[src/rtl/nlprg_scheduler.sv]
// nlprg_scheduler: shares one 16-bit NLPRG state among NREQ requesters with round-robin
// bursts, seed load and post-seed warm-up discard.
module nlprg_scheduler #(
   parameter int NREQ   = 4,
   parameter int BURST  = 4,
   parameter int WARMUP = 16
) (
   input  logic            clk,
   input  logic            rst_n,
   input  logic            seed_load,
   input  logic [15:0]     seed,
   input  logic [NREQ-1:0] req,
   input  logic            ack,
   output logic [NREQ-1:0] gnt,
   output logic [15:0]     rnd,
   output logic            rnd_valid,
   output logic            busy
);
   localparam int IW = $clog2(NREQ);
   typedef enum logic [1:0] {WARM, ARB, SERVE} fsm_t;
   fsm_t            fsm;
   logic [15:0]     q;
   logic [7:0]      wcnt, bcnt;
   logic [IW-1:0]   rr_ptr, cur, pick, nxt;
   logic            any, rel;
   function automatic logic [15:0] step(input logic [15:0] s);
      logic z;
      z = (s[15:5] == 11'd0) && (s[3:0] == 4'hF);
      step = {s[14:5], ~(s[7] ^ s[4]) ^ z, s[6] ^ s[7] ^ s[3], s[8] ^ s[9] ^ s[2],
              s[10] ^ s[11] ^ s[1], s[12] ^ s[13] ^ s[0], ~(s[14] ^ s[15] ^ s[5])};
   endfunction
   // Scan downward so the requester closest to rr_ptr is the last (winning) assignment
   always_comb begin
      pick = '0;
      any  = 1'b0;
      for (int k = NREQ - 1; k >= 0; k--) begin
         if (req[IW'((int'(rr_ptr) + k) % NREQ)]) begin
            pick = IW'((int'(rr_ptr) + k) % NREQ);
            any  = 1'b1;
         end
      end
   end
   assign nxt = (cur == IW'(NREQ - 1)) ? '0 : cur + IW'(1);
   assign rel = (ack && (bcnt + 8'd1 == 8'(BURST))) || !req[cur];
   assign rnd = q;
   always_ff @(posedge clk or negedge rst_n) begin
      if (!rst_n) begin
         q         <= 16'h0000;
         gnt       <= '0;
         rnd_valid <= 1'b0;
         busy      <= 1'b1;
         rr_ptr    <= '0;
         cur       <= '0;
         wcnt      <= 8'd0;
         bcnt      <= 8'd0;
         fsm       <= WARM;
      end else if (seed_load) begin
         q         <= seed;
         gnt       <= '0;
         rnd_valid <= 1'b0;
         busy      <= 1'b1;
         wcnt      <= 8'd0;
         fsm       <= WARM;
      end else begin
         case (fsm)
            WARM: begin
               if (WARMUP == 0) begin
                  fsm  <= ARB;
                  busy <= 1'b0;
               end else begin
                  q    <= step(q);
                  wcnt <= wcnt + 8'd1;
                  if (wcnt == 8'(WARMUP - 1)) begin
                     fsm  <= ARB;
                     busy <= 1'b0;
                  end
               end
            end
            ARB: begin
               if (any) begin
                  gnt       <= NREQ'(1) << pick;
                  cur       <= pick;
                  bcnt      <= 8'd0;
                  rnd_valid <= 1'b1;
                  fsm       <= SERVE;
               end
            end
            SERVE: begin
               if (ack) begin
                  q    <= step(q);
                  bcnt <= bcnt + 8'd1;
               end
               if (rel) begin
                  gnt       <= '0;
                  rnd_valid <= 1'b0;
                  rr_ptr    <= nxt;
                  fsm       <= ARB;
               end
            end
            default: fsm <= ARB;
         endcase
      end
   end
endmodule

[config.mk]
export PLATFORM = sky130hd
export DESIGN_NAME = nlprg_scheduler
export DESIGN_NICKNAME = d
export VERILOG_FILES = /design/src/rtl/nlprg_scheduler.sv
export SDC_FILE = /design/constraint.sdc
export NUM_CORES = 1
export LEC_CHECK = 0
export BUFFER_PORTS_ARGS = -buffer_cell sky130_fd_sc_hd__buf_2
export CAP_MARGIN = 15
export CORE_MARGIN = 8
export CORE_UTILIZATION = 42
export CTS_CLUSTER_DIAMETER = 40
export DETAILED_ROUTE_END_ITERATION = 6
export PLACE_DENSITY_LB_ADDON = 0.1
export RECOVER_POWER = 100
export SLEW_MARGIN = 5
export SYNTH_ARGS = -nofsm -noshare
export SYNTH_HDL_FRONTEND = slang
export SYNTH_SLANG_ARGS = --single-unit
[constraint.sdc]
create_clock -name clk -period 6.2 [get_ports clk]
set_clock_uncertainty 0.2 [all_clocks]
set_input_delay 0.62 -clock clk [delete_from_list [all_inputs] [get_ports clk]]
set_output_delay 0.62 -clock clk [all_outputs]
set_load 0.01 [all_outputs]
==> results.sh, run 1 <==
export IMPL_run_status="complete, but fails checks"
export IMPL_failed_checks="max-capacitance violations, max-slew violations"
export IMPL_fraction_of_final_layout_cells_sized_beyond_drive_strength_1_pct=13.1
export IMPL_reg2reg_slack_ps=2650
export IMPL_critical_path_reg2reg_startpoint="fsm[0]"
export IMPL_worst_setup_path_startpoint="fsm[0]"
export IMPL_effective_utilization_at_floorplan_pct=43.5
export IMPL_worstMarginPinSlew_ps=2400
export IMPL_core_area_um2=5920
export IMPL_ir_drop_mv=0.138
export IMPL_power_switching_share_pct=28.8
export IMPL_power_density_nw_per_um2=224
export IMPL_combined_area_of_all_synthesized_cells_um2=2570
export IMPL_timing_slew_headroom_pct=-59.7
export IMPL_wl_per_cell_um=15.1
export IMPL_finalWeightedCongestion=0.741
export IMPL_grt_pass1_wl_um=9600
export IMPL_final_setup_tns_ps=0
export IMPL_depth_of_the_cts_h_tree=2
export IMPL_comb_power_share_pct=18.6
export IMPL_post_cts_resized=0
export IMPL_post_route_min_period_ps=3550
export IMPL_die_area_um2=8890
export IMPL_number_of_enable_flip_flop_cells_after_synthesis=0
export IMPL_violation_count_after_the_first_detailed_route_iteration=62
export IMPL_antenna_found_initial=0
export IMPL_critPathRequiredTime_ps=6180
export IMPL_synth_top_cells_by_area="sky130_fd_sc_hd__dfrtp_1 42%, sky130_fd_sc_hd__mux2i_1 4.7%, sky130_fd_sc_hd__xnor2_1 4.1%"
export IMPL_r2r_cells=5
export IMPL_most_common_cell_in_the_netlist="sky130_fd_sc_hd__dfrtp_1"
export IMPL_global_route_usage_met3_pct=3.44
export IMPL_critPathSlowestCell="sky130_fd_sc_hd__mux2i_1"
export IMPL_top_usage_layer="met2"
export IMPL_synth_lib_cells_used_distinct=56
export IMPL_gr_total_overflow=0
export IMPL_wl_um=5620
export IMPL_area_delta_synth_final_pct=11.1
export IMPL_synth_nets=283
export IMPL_layout_cell_area_non_filler_um2=2860
export IMPL_grt_use_total_pct=13.4
export IMPL_clock_root_buffer="sky130_fd_sc_hd__clkbuf_8"
export IMPL_clk_sink_count=44
export IMPL_synth_ff_latch_count=44
export IMPL_path_cells="inv_1 -> ha_1 -> mux2i_1 -> mux2_1 -> mux2_2"
export IMPL_detailedPlacementHpwl_um=3970
export IMPL_seqPwrFrac_pct=51.8
export IMPL_routed_via_count=1967
export IMPL_path_class="register to register"
export IMPL_setup_worst_path_end="rnd[4]"
export IMPL_tritoncts_clock_tree="done"
export IMPL_synthesis_instances=253
export IMPL_drt_antenna_violating_nets=0
export IMPL_firstDrtPassIters=4
export IMPL_drc_violations=0
export IMPL_power_clock_fraction_pct=29.6
export IMPL_cts_hold_buffers_added=0
export IMPL_finalNetCount=326
export IMPL_synth_top_area_cell="sky130_fd_sc_hd__dfrtp_1"
export IMPL_grt_util_met1_pct=17.3
export IMPL_placementRows=28
export IMPL_setup_repair_bufs_after_cts=0
export IMPL_inserted_clock_buffers=5
export IMPL_static_leakage_power_nw=1.19
export IMPL_yosys_warnings=0
export IMPL_cp_start_kind="register"
export IMPL_vias_in_the_first_global_route=2070
export IMPL_grt_start_max_net_pins=49
export IMPL_clk_path_buf_depth=2
export IMPL_synth_commonest_cells="43 x sky130_fd_sc_hd__dfrtp_1, 20 x sky130_fd_sc_hd__nand2_1, 17 x sky130_fd_sc_hd__o21ai_1"
export IMPL_path_clk_slew_ps=90
export IMPL_worst_min_path_class="input pin to register"
export IMPL_worst_hold_slack_ps=319
export IMPL_drt_vias_per_instance=5.29
export IMPL_arrival_ps=3540
export IMPL_ios=46
export IMPL_synth_flop_cell="sky130_fd_sc_hd__dfrtp_1"
export IMPL_timing_final_max_slew_violations=63
export IMPL_min_period_over_period_pct=57.3
export IMPL_r2r_end="rnd[4]"
export IMPL_ys_async_rst_share_pct=100
export IMPL_antenna_cells_inserted=0
export IMPL_synthDominantCellAreaShare_pct=41.8
export IMPL_die_h_um=94.3
export IMPL_internal_power_mw=0.456
export IMPL_switchingPower_mw=0.185
export IMPL_grt_util_met2_pct=20.7
export IMPL_finalHoldViolations=0
export IMPL_critPathMaxFanout=17
export IMPL_placed_cell_area_um2=2850
export IMPL_buffer_ports_inserted=45
export IMPL_setup_violations=0
export IMPL_type_of_element_capturing_the_critical_path="register"
export IMPL_max_cap_violations=2
export IMPL_die_w_um=94.3
export IMPL_critPathMaxStageDelay_ps=1600
export IMPL_grt_setup_unrepaired="false"
export IMPL_insertion_delay_ps=300
export IMPL_sequential_area_share_after_synthesis_pct=42.8
export IMPL_nFillCells=586
export IMPL_total_power_mw=0.641
export IMPL_max_freq_mhz=281
export IMPL_syn_avg_cell_area_um2=10.2
[stage by stage]
step / cells / worst slack (ps) / utilization [%]
floorplan: 253 / 4190 / -
global placement: 364 / 3540 / 48.1
detailed placement: 364 / 3480 / 48.1
CTS: 372 / 3450 / 49.7
global route: 372 / 2450 / 48.3
finish: 372 / 2650 / 48.3
[logic make-up after synthesis]
logic type / synth area share [%]
fa+ha+maj: 2.92
mux: 11.4
simple gates: 17.3
xor+xnor: 5.78
flops: 42.8
compound gates: 16.4
buf+inv: 3.45
[routing by layer]
| metal | vias to the layer above | wire length (µm) |
|---|---|---|
| met4 | 0 | 95 |
| li1 | 994 | - |
| met2 | 36 | 2410 |
| met5 | - | 0 |
| met1 | 929 | 2870 |
| met3 | 8 | 248 |
[power groups by stage]
stage          Sequential, mW  Combinational (mW)  Clock [mW]
6_report                0.332               0.119       0.189
5_1_grt                 0.335               0.135       0.209
4_1_cts                 0.332               0.129       0.198
3_5_place_dp            0.337               0.129           0
3_3_place_gp            0.337               0.127           0
2_1_floorplan           0.340              0.0765           0
[worst max-delay path, delay by kind of cell, from the launching register on]
family | cells | cell delay (ps)
fa+ha+maj | 1 | 460
buf+inv | 1 | 110
flops | 1 | 410
mux | 3 | 2250
[state kept, by name (all words and copies together) (netlist names)]
name       flops
bcnt           8
gnt            4
fsm            2
cur            2
wcnt           8
busy           1
rnd_valid      1
rr_ptr         2
rnd           16
[cells in the final DEF (no fill, tap or decap), types with 6 or more instances in the layout]
cell type and count:
sky130_fd_sc_hd__dfrtp_1 43, sky130_fd_sc_hd__clkbuf_1 23, sky130_fd_sc_hd__buf_2 23, sky130_fd_sc_hd__o21ai_0 21, sky130_fd_sc_hd__nand2_1 20, sky130_fd_sc_hd__nor2_1 15
sky130_fd_sc_hd__mux2i_1 13, sky130_fd_sc_hd__xnor2_1 12, sky130_fd_sc_hd__inv_1 10, sky130_fd_sc_hd__nand2b_1 8, sky130_fd_sc_hd__a21oi_1 8, sky130_fd_sc_hd__mux2_1 7
sky130_fd_sc_hd__nand4_1 7, sky130_fd_sc_hd__ha_1 6, sky130_fd_sc_hd__clkbuf_8 6
[worst min-delay path by stage]
stage	from	to	slack [ps]	cells past startpoint
final	seed[12]	rnd[12]	320	3
after global placement	busy	busy	300	1
after global routing	seed[7]	rnd[7]	330	3
after CTS	rst_n	rr_ptr[1]	310	1
after floorplan	rst_n	bcnt[0]	120	0
after detailed placement	busy	busy	300	1
[layout make-up]
class	instances	area, µm²	area share (%)
multi-input cells	189	1330	46.5
clock inverters	1	7.51	0.262
clock buffers	7	86.3	3.02
repair buffers	45	198	6.91
inverters	11	41.3	1.44
well taps	75	93.8	3.28
flip-flops and latches	44	1100	38.5
Note: power is estimated with default switching activity, not from simulation.
==> inputs of run 2 (changes only) <==
ABC_AREA = 1   (was default)
clock period = 2.9 ns   (was 6.2 ns; I/O delays follow)
==> results.sh, run 2 <==
export IMPL_ios=46
export IMPL_violation_count_after_the_first_detailed_route_iteration=90
export IMPL_inserted_clock_buffers=5
export IMPL_type_of_element_capturing_the_critical_path="register"
export IMPL_critPathSlowestCell="sky130_fd_sc_hd__dfrtp_1"
export IMPL_commonest_non_fill_non_tap_cell_in_the_layout="sky130_fd_sc_hd__nand2_1"
export IMPL_worstMarginPinSlew_ps=1070
export IMPL_number_of_enable_flip_flop_cells_after_synthesis=0
export IMPL_post_cts_resized=0
export IMPL_fraction_of_final_layout_cells_sized_beyond_drive_strength_1_pct=13.7
export IMPL_drc_violations=0
export IMPL_ys_async_rst_share_pct=100
export IMPL_antenna_cells_inserted=0
export IMPL_routed_via_count=2419
export IMPL_insertion_delay_ps=290
export IMPL_worst_min_path_class="input pin to register"
export IMPL_max_cap_violations=0
export IMPL_drt_antenna_violating_nets=0
export IMPL_grt_setup_unrepaired="false"
export IMPL_antenna_found_initial=0
export IMPL_path_cells="inv_1 -> ha_1 -> inv_2 -> a21oi_1 -> nor2_1 -> inv_2 -> o311ai_0 -> o21ai_0"
export IMPL_cp_start_kind="register"
export IMPL_min_period_over_period_pct=80.4
export IMPL_core_area_um2=6310
export IMPL_grt_start_max_net_pins=45
export IMPL_setup_repair_bufs_after_cts=0
export IMPL_cp_buffers_inverters=3
export IMPL_synth_ff_latch_count=44
export IMPL_grt_pass1_wl_um=10600
export IMPL_critPathRequiredTime_ps=2920
export IMPL_yosys_warnings=0
export IMPL_synthDominantCellAreaShare_pct=39.7
export IMPL_effective_utilization_at_floorplan_pct=42.9
export IMPL_detailedPlacementHpwl_um=4790
export IMPL_syn_avg_cell_area_um2=7.42
export IMPL_wl_per_cell_um=12.7
export IMPL_clk_path_buf_depth=2
export IMPL_wl_um=6270
export IMPL_cpMostUsedCell="sky130_fd_sc_hd__inv_2"
export IMPL_path_clk_slew_ps=80
export IMPL_final_setup_tns_ps=0
export IMPL_synthesis_instances=365
export IMPL_cts_hold_buffers_added=1
export IMPL_finalHoldViolations=0
export IMPL_flip_flop_count_of_the_largest_register_all_copies_and_words_added=16
export IMPL_critical_path_top_delay_family="compound AO/OA/AOI/OAI gates"
export IMPL_sequential_area_share_after_synthesis_pct=40.7
export IMPL_finalNetCount=444
export IMPL_tritoncts_clock_tree="done"
export IMPL_nFillCells=687
export IMPL_timing_final_max_slew_violations=0
export IMPL_critPathMaxStageDelay_ps=400
export IMPL_firstDrtPassIters=4
export IMPL_grt_use_total_pct=14.3
export IMPL_synth_nets=395
export IMPL_critPathMaxFanout=26
export IMPL_vias_in_the_first_global_route=2252
export IMPL_gr_total_overflow=0
export IMPL_die_area_um2=9280
export IMPL_register_area_um2=1100
export IMPL_drt_vias_per_instance=4.92
export IMPL_post_route_min_period_ps=2330
export IMPL_clk_sink_count=44
export IMPL_total_power_mw=2.86
export IMPL_ir_drop_mv=0.407
export IMPL_depth_of_the_cts_h_tree=2
export IMPL_buffer_ports_inserted=45
export IMPL_timing_slew_headroom_pct=28.4
export IMPL_placementRows=29
export IMPL_finalWeightedCongestion=0.798
export IMPL_static_leakage_power_nw=1.47
export IMPL_synth_top_area_cell="sky130_fd_sc_hd__dfrtp_1"
export IMPL_final_cell_mix="98 x sky130_fd_sc_hd__nand2_1, 45 x sky130_fd_sc_hd__inv_1, 43 x sky130_fd_sc_hd__dfrtp_1"
export IMPL_synth_lib_cells_used_distinct=36
export IMPL_path_class="register to register"
export IMPL_die_h_um=96.3
export IMPL_synth_flop_cell="sky130_fd_sc_hd__dfrtp_1"
export IMPL_synth_commonest_cells="95 x sky130_fd_sc_hd__nand2_1, 43 x sky130_fd_sc_hd__dfrtp_1, 43 x sky130_fd_sc_hd__inv_1"
export IMPL_clock_root_buffer="sky130_fd_sc_hd__clkbuf_8"
export IMPL_combined_area_of_all_synthesized_cells_um2=2710
export IMPL_die_w_um=96.3
export IMPL_area_delta_synth_final_pct=13.2
export IMPL_max_freq_mhz=429
export IMPL_multi_input_area_um2=1340
export IMPL_most_common_cell_in_the_netlist="sky130_fd_sc_hd__nand2_1"
export IMPL_setup_violations=0
export IMPL_run_status="completed"
export IMPL_power_density_nw_per_um2=934
export IMPL_synth_top_cells_by_area="sky130_fd_sc_hd__dfrtp_1 40%, sky130_fd_sc_hd__nand2_1 13%, sky130_fd_sc_hd__inv_1 6.0%"
export IMPL_arrival_ps=2350
## run 2: cells by family after synthesis
group	count (synthesis)	share of synthesized area, %
AOI/OAI and AO/OA	62	14.0
xor gates and xnor gates	9	2.91
adders and majority gates	6	2.77
buffers and inverters	58	8.36
DFF	44	40.7
and+or+nand+nor	186	31.3
## run 2: where the power goes
group	total (mW)	internal (mW)	leakage (nW)	switching (mW)
combinational	1.38	0.475	0.858	0.901
clock	0.460	0.256	0.0552	0.205
sequential	1.03	0.819	0.560	0.209
## run 2: tightest hold or removal path, delay by kind of cell
family                 cells  cell delay (ps)
AOI/OAI and AO/OA          1               70
buffers and inverters      1               90
and+or+nand+nor            1               50
## run 2: area by class of cell
class	instances	share of cell area, %
Timing Repair Buffer	49	7.50
Clock buffer	6	2.37
Tap cell	77	3.14
Multi-Input combinational cell	263	43.5
Inverter	51	6.40
Sequential cell	44	35.9
Clock inverter	2	1.14
## run 2: through the flow
stage	hold slack [ps]	util (%)	worst slack [ps]	instance area [µm²]	std cells
2_1_floorplan	-206	-	1020	2710	365
3_3_place_gp	262	47.9	821	3020	483
3_5_place_dp	261	47.9	703	3020	483
4_1_cts	40.3	49.8	685	3140	492
5_1_grt	47.5	48.6	282	3070	492
6_report	51.2	48.6	569	3070	492
## run 2: final timing paths
check                        start         to  slack [ps]  cells after the start
min                        seed[2]     rnd[2]          50                      3
min reg2reg                 gnt[0]     gnt[0]         280                      2
max                         fsm[0]     rnd[3]         570                      8
max in group asynchronous    rst_n       busy        1190                      3
max reg2reg                 fsm[0]     rnd[3]         570                      8
min in group asynchronous    rst_n  rr_ptr[1]         520                      2
## run 2: per-layer routing
| layer | up-vias | GRT usage (%) | share of wire (%) |
|---|---|---|---|
| met5 | - | 0 | 0 |
| met1 | 1102 | 20.2 | 49 |
| met2 | 43 | 21.2 | 46 |
| met4 | 0 | 4.29 | 0.89 |
| met3 | 4 | 3.43 | 4.0 |
| li1 | 1270 | - | - |
==> inputs of run 3 (changes only) <==
ABC_AREA = 0   (was 1)
clock period = 2.2 ns   (was 2.9 ns; I/O delays follow)
==> results.sh, run 3 (synthesis results as in run 1) <==
export IMPL_final_cell_mix="43 x sky130_fd_sc_hd__dfrtp_1, 24 x sky130_fd_sc_hd__clkbuf_1, 23 x sky130_fd_sc_hd__buf_2"
export IMPL_critPathRequiredTime_ps=2180
export IMPL_max_freq_mhz=489
export IMPL_worstMarginPinSlew_ps=1100
export IMPL_drt_met1_wl_um=2850
export IMPL_static_leakage_power_nw=1.33
export IMPL_setup_repair_bufs_after_cts=0
export IMPL_cp_buffers_inverters=0
export IMPL_timing_slew_headroom_pct=26.9
export IMPL_clk_sink_count=44
export IMPL_power_clock_fraction_pct=32.1
export IMPL_power_density_nw_per_um2=611
export IMPL_wl_per_cell_um=14.8
export IMPL_drc_violations=0
export IMPL_seqPwrFrac_pct=48.9
export IMPL_buffer_ports_inserted=45
export IMPL_grt_pass1_wl_um=9960
export IMPL_die_area_um2=8890
export IMPL_antenna_cells_inserted=0
export IMPL_depth_of_the_cts_h_tree=2
export IMPL_gr_total_overflow=0
export IMPL_critPathMaxStageDelay_ps=470
export IMPL_setup_violations=0
export IMPL_power_switching_share_pct=27.5
export IMPL_drt_vias_per_instance=5.26
export IMPL_wl_um=5900
export IMPL_worst_min_path_class="input pin to register"
export IMPL_run_status="completed"
export IMPL_effective_utilization_at_floorplan_pct=43.5
export IMPL_firstDrtPassIters=4
export IMPL_core_area_um2=5920
export IMPL_fraction_of_final_layout_cells_sized_beyond_drive_strength_1_pct=16.7
export IMPL_vias_in_the_first_global_route=2108
export IMPL_placementRows=28
export IMPL_wl_met2_um=2760
export IMPL_timing_final_max_slew_violations=0
export IMPL_finalHoldViolations=0
export IMPL_critPathSlowestCell="sky130_fd_sc_hd__o41ai_4"
export IMPL_area_delta_synth_final_pct=22.2
export IMPL_comb_power_share_pct=19.1
export IMPL_multi_input_area_um2=1370
export IMPL_clock_root_buffer="sky130_fd_sc_hd__clkbuf_8"
export IMPL_path_clk_slew_ps=80
export IMPL_post_route_min_period_ps=2050
export IMPL_critPathMaxFanout=6
export IMPL_min_period_over_period_pct=93.0
export IMPL_finalNetCount=352
export IMPL_final_setup_tns_ps=0
export IMPL_grt_use_total_pct=13.7
export IMPL_arrival_ps=2030
export IMPL_grt_start_max_net_pins=45
export IMPL_routed_via_count=2094
export IMPL_path_class="register to register"
export IMPL_inserted_clock_buffers=5
export IMPL_fin_util_pct=53.1
export IMPL_register_area_um2=1100
export IMPL_die_w_um=94.3
export IMPL_type_of_element_capturing_the_critical_path="register"
export IMPL_drt_antenna_violating_nets=0
export IMPL_tritoncts_clock_tree="done"
export IMPL_antenna_found_initial=0
export IMPL_max_cap_violations=0
export IMPL_flip_flop_count_of_the_largest_register_all_copies_and_words_added=16
export IMPL_clk_path_buf_depth=2
export IMPL_violation_count_after_the_first_detailed_route_iteration=40
export IMPL_internal_power_mw=1.39
export IMPL_critical_path_top_delay_family="compound AO/OA/AOI/OAI gates"
export IMPL_path_cells="ha_1 -> nand4bb_2 -> o41ai_4 -> nand2_2 -> mux2_1"
export IMPL_ir_drop_mv=0.321
export IMPL_cp_start_kind="register"
export IMPL_reg2reg_slack_ps=150
export IMPL_switchingPower_mw=0.528
export IMPL_insertion_delay_ps=290
export IMPL_die_h_um=94.3
export IMPL_dr_wl_met3_um=253
export IMPL_finalWeightedCongestion=0.799
export IMPL_dr_max_layer_used="met4"
export IMPL_nFillCells=564
export IMPL_detailedPlacementHpwl_um=4250
export IMPL_ios=46
export IMPL_commonest_non_fill_non_tap_cell_in_the_layout="sky130_fd_sc_hd__dfrtp_1"
export IMPL_grt_setup_unrepaired="false"
[run 3: changes by cell type in the layout (fill, tap and decap cells not counted), moves of 8 or more]
cell,before,now
sky130_fd_sc_hd__nand2_1,98,20
sky130_fd_sc_hd__inv_1,45,10
sky130_fd_sc_hd__nor2_1,41,15
sky130_fd_sc_hd__dlygate4sd3_1,1,16
sky130_fd_sc_hd__nand3_1,20,5
sky130_fd_sc_hd__mux2i_1,0,12
sky130_fd_sc_hd__o21ai_0,30,19
sky130_fd_sc_hd__nand2b_1,0,8
[run 3: tightest hold or removal path, stage by stage]
cell	delay (ps)
sky130_fd_sc_hd__buf_2	80
sky130_fd_sc_hd__nor2b_1	40
sky130_fd_sc_hd__a21oi_1	100
sky130_fd_sc_hd__o31a_1	130
[run 3: area by class of cell]
| type | count | area share, % |
|---|---|---|
| clock buffer | 6 | 2.31 |
| clock inverter | 2 | 1.11 |
| inverter | 11 | 1.31 |
| multi-input combinational | 189 | 43.4 |
| sequential | 44 | 35.0 |
| tap | 75 | 2.98 |
| timing repair buffer | 71 | 13.8 |
[run 3: repair_timing]
item,in CTS,in global routing
endpoints found under the setup margin,0,3
hold buffers,16,0
gates resized for setup,0,2
endpoints found under the hold margin,59,0
[run 3: power groups by stage]
stage               sequential [mW]  clock, mW  combinational (mW)
detailed placement            0.953          0               0.374
floorplan                     0.957          0               0.216
finish                        0.939      0.616               0.367
global placement              0.954          0               0.368
CTS                           0.938      0.640               0.397
global route                  0.951      0.664               0.411
[run 3: through the flow]
| step | worst slack [ps] | power, mW | cell area [µm²] | hold slack [ps] | std cells |
|---|---|---|---|---|---|
| floorplan | 194 | 1.17 | 2570 | -276 | 253 |
| global placement | 141 | 1.32 | 2950 | 22.0 | 374 |
| detailed placement | 98.5 | 1.33 | 2950 | 21.6 | 374 |
| CTS | 87.0 | 1.97 | 3210 | 103 | 398 |
| global route | 50.4 | 2.03 | 3150 | 122 | 398 |
| finish | 154 | 1.92 | 3150 | 103 | 398 |
[run 3: path summary, 6_finish.rpt]
path	startpoint	endpoint	cells past startpoint
setup / recovery	bcnt[0]	rr_ptr[1]	5
hold / removal	seed[5]	rnd[5]	4
setup reg to reg	bcnt[0]	rr_ptr[1]	5
hold reg to reg	gnt[0]	gnt[0]	2
max in group asynchronous	rst_n	rnd[14]	3
min in group asynchronous	rst_n	gnt[1]	3
[run 3: metal layers]
metal / vias up / track usage (%)
li1: 1052 / -
met1: 999 / 17.9
met2: 39 / 22.1
met3: 4 / 3.84
met4: 0 / 2.77
met5: - / 0
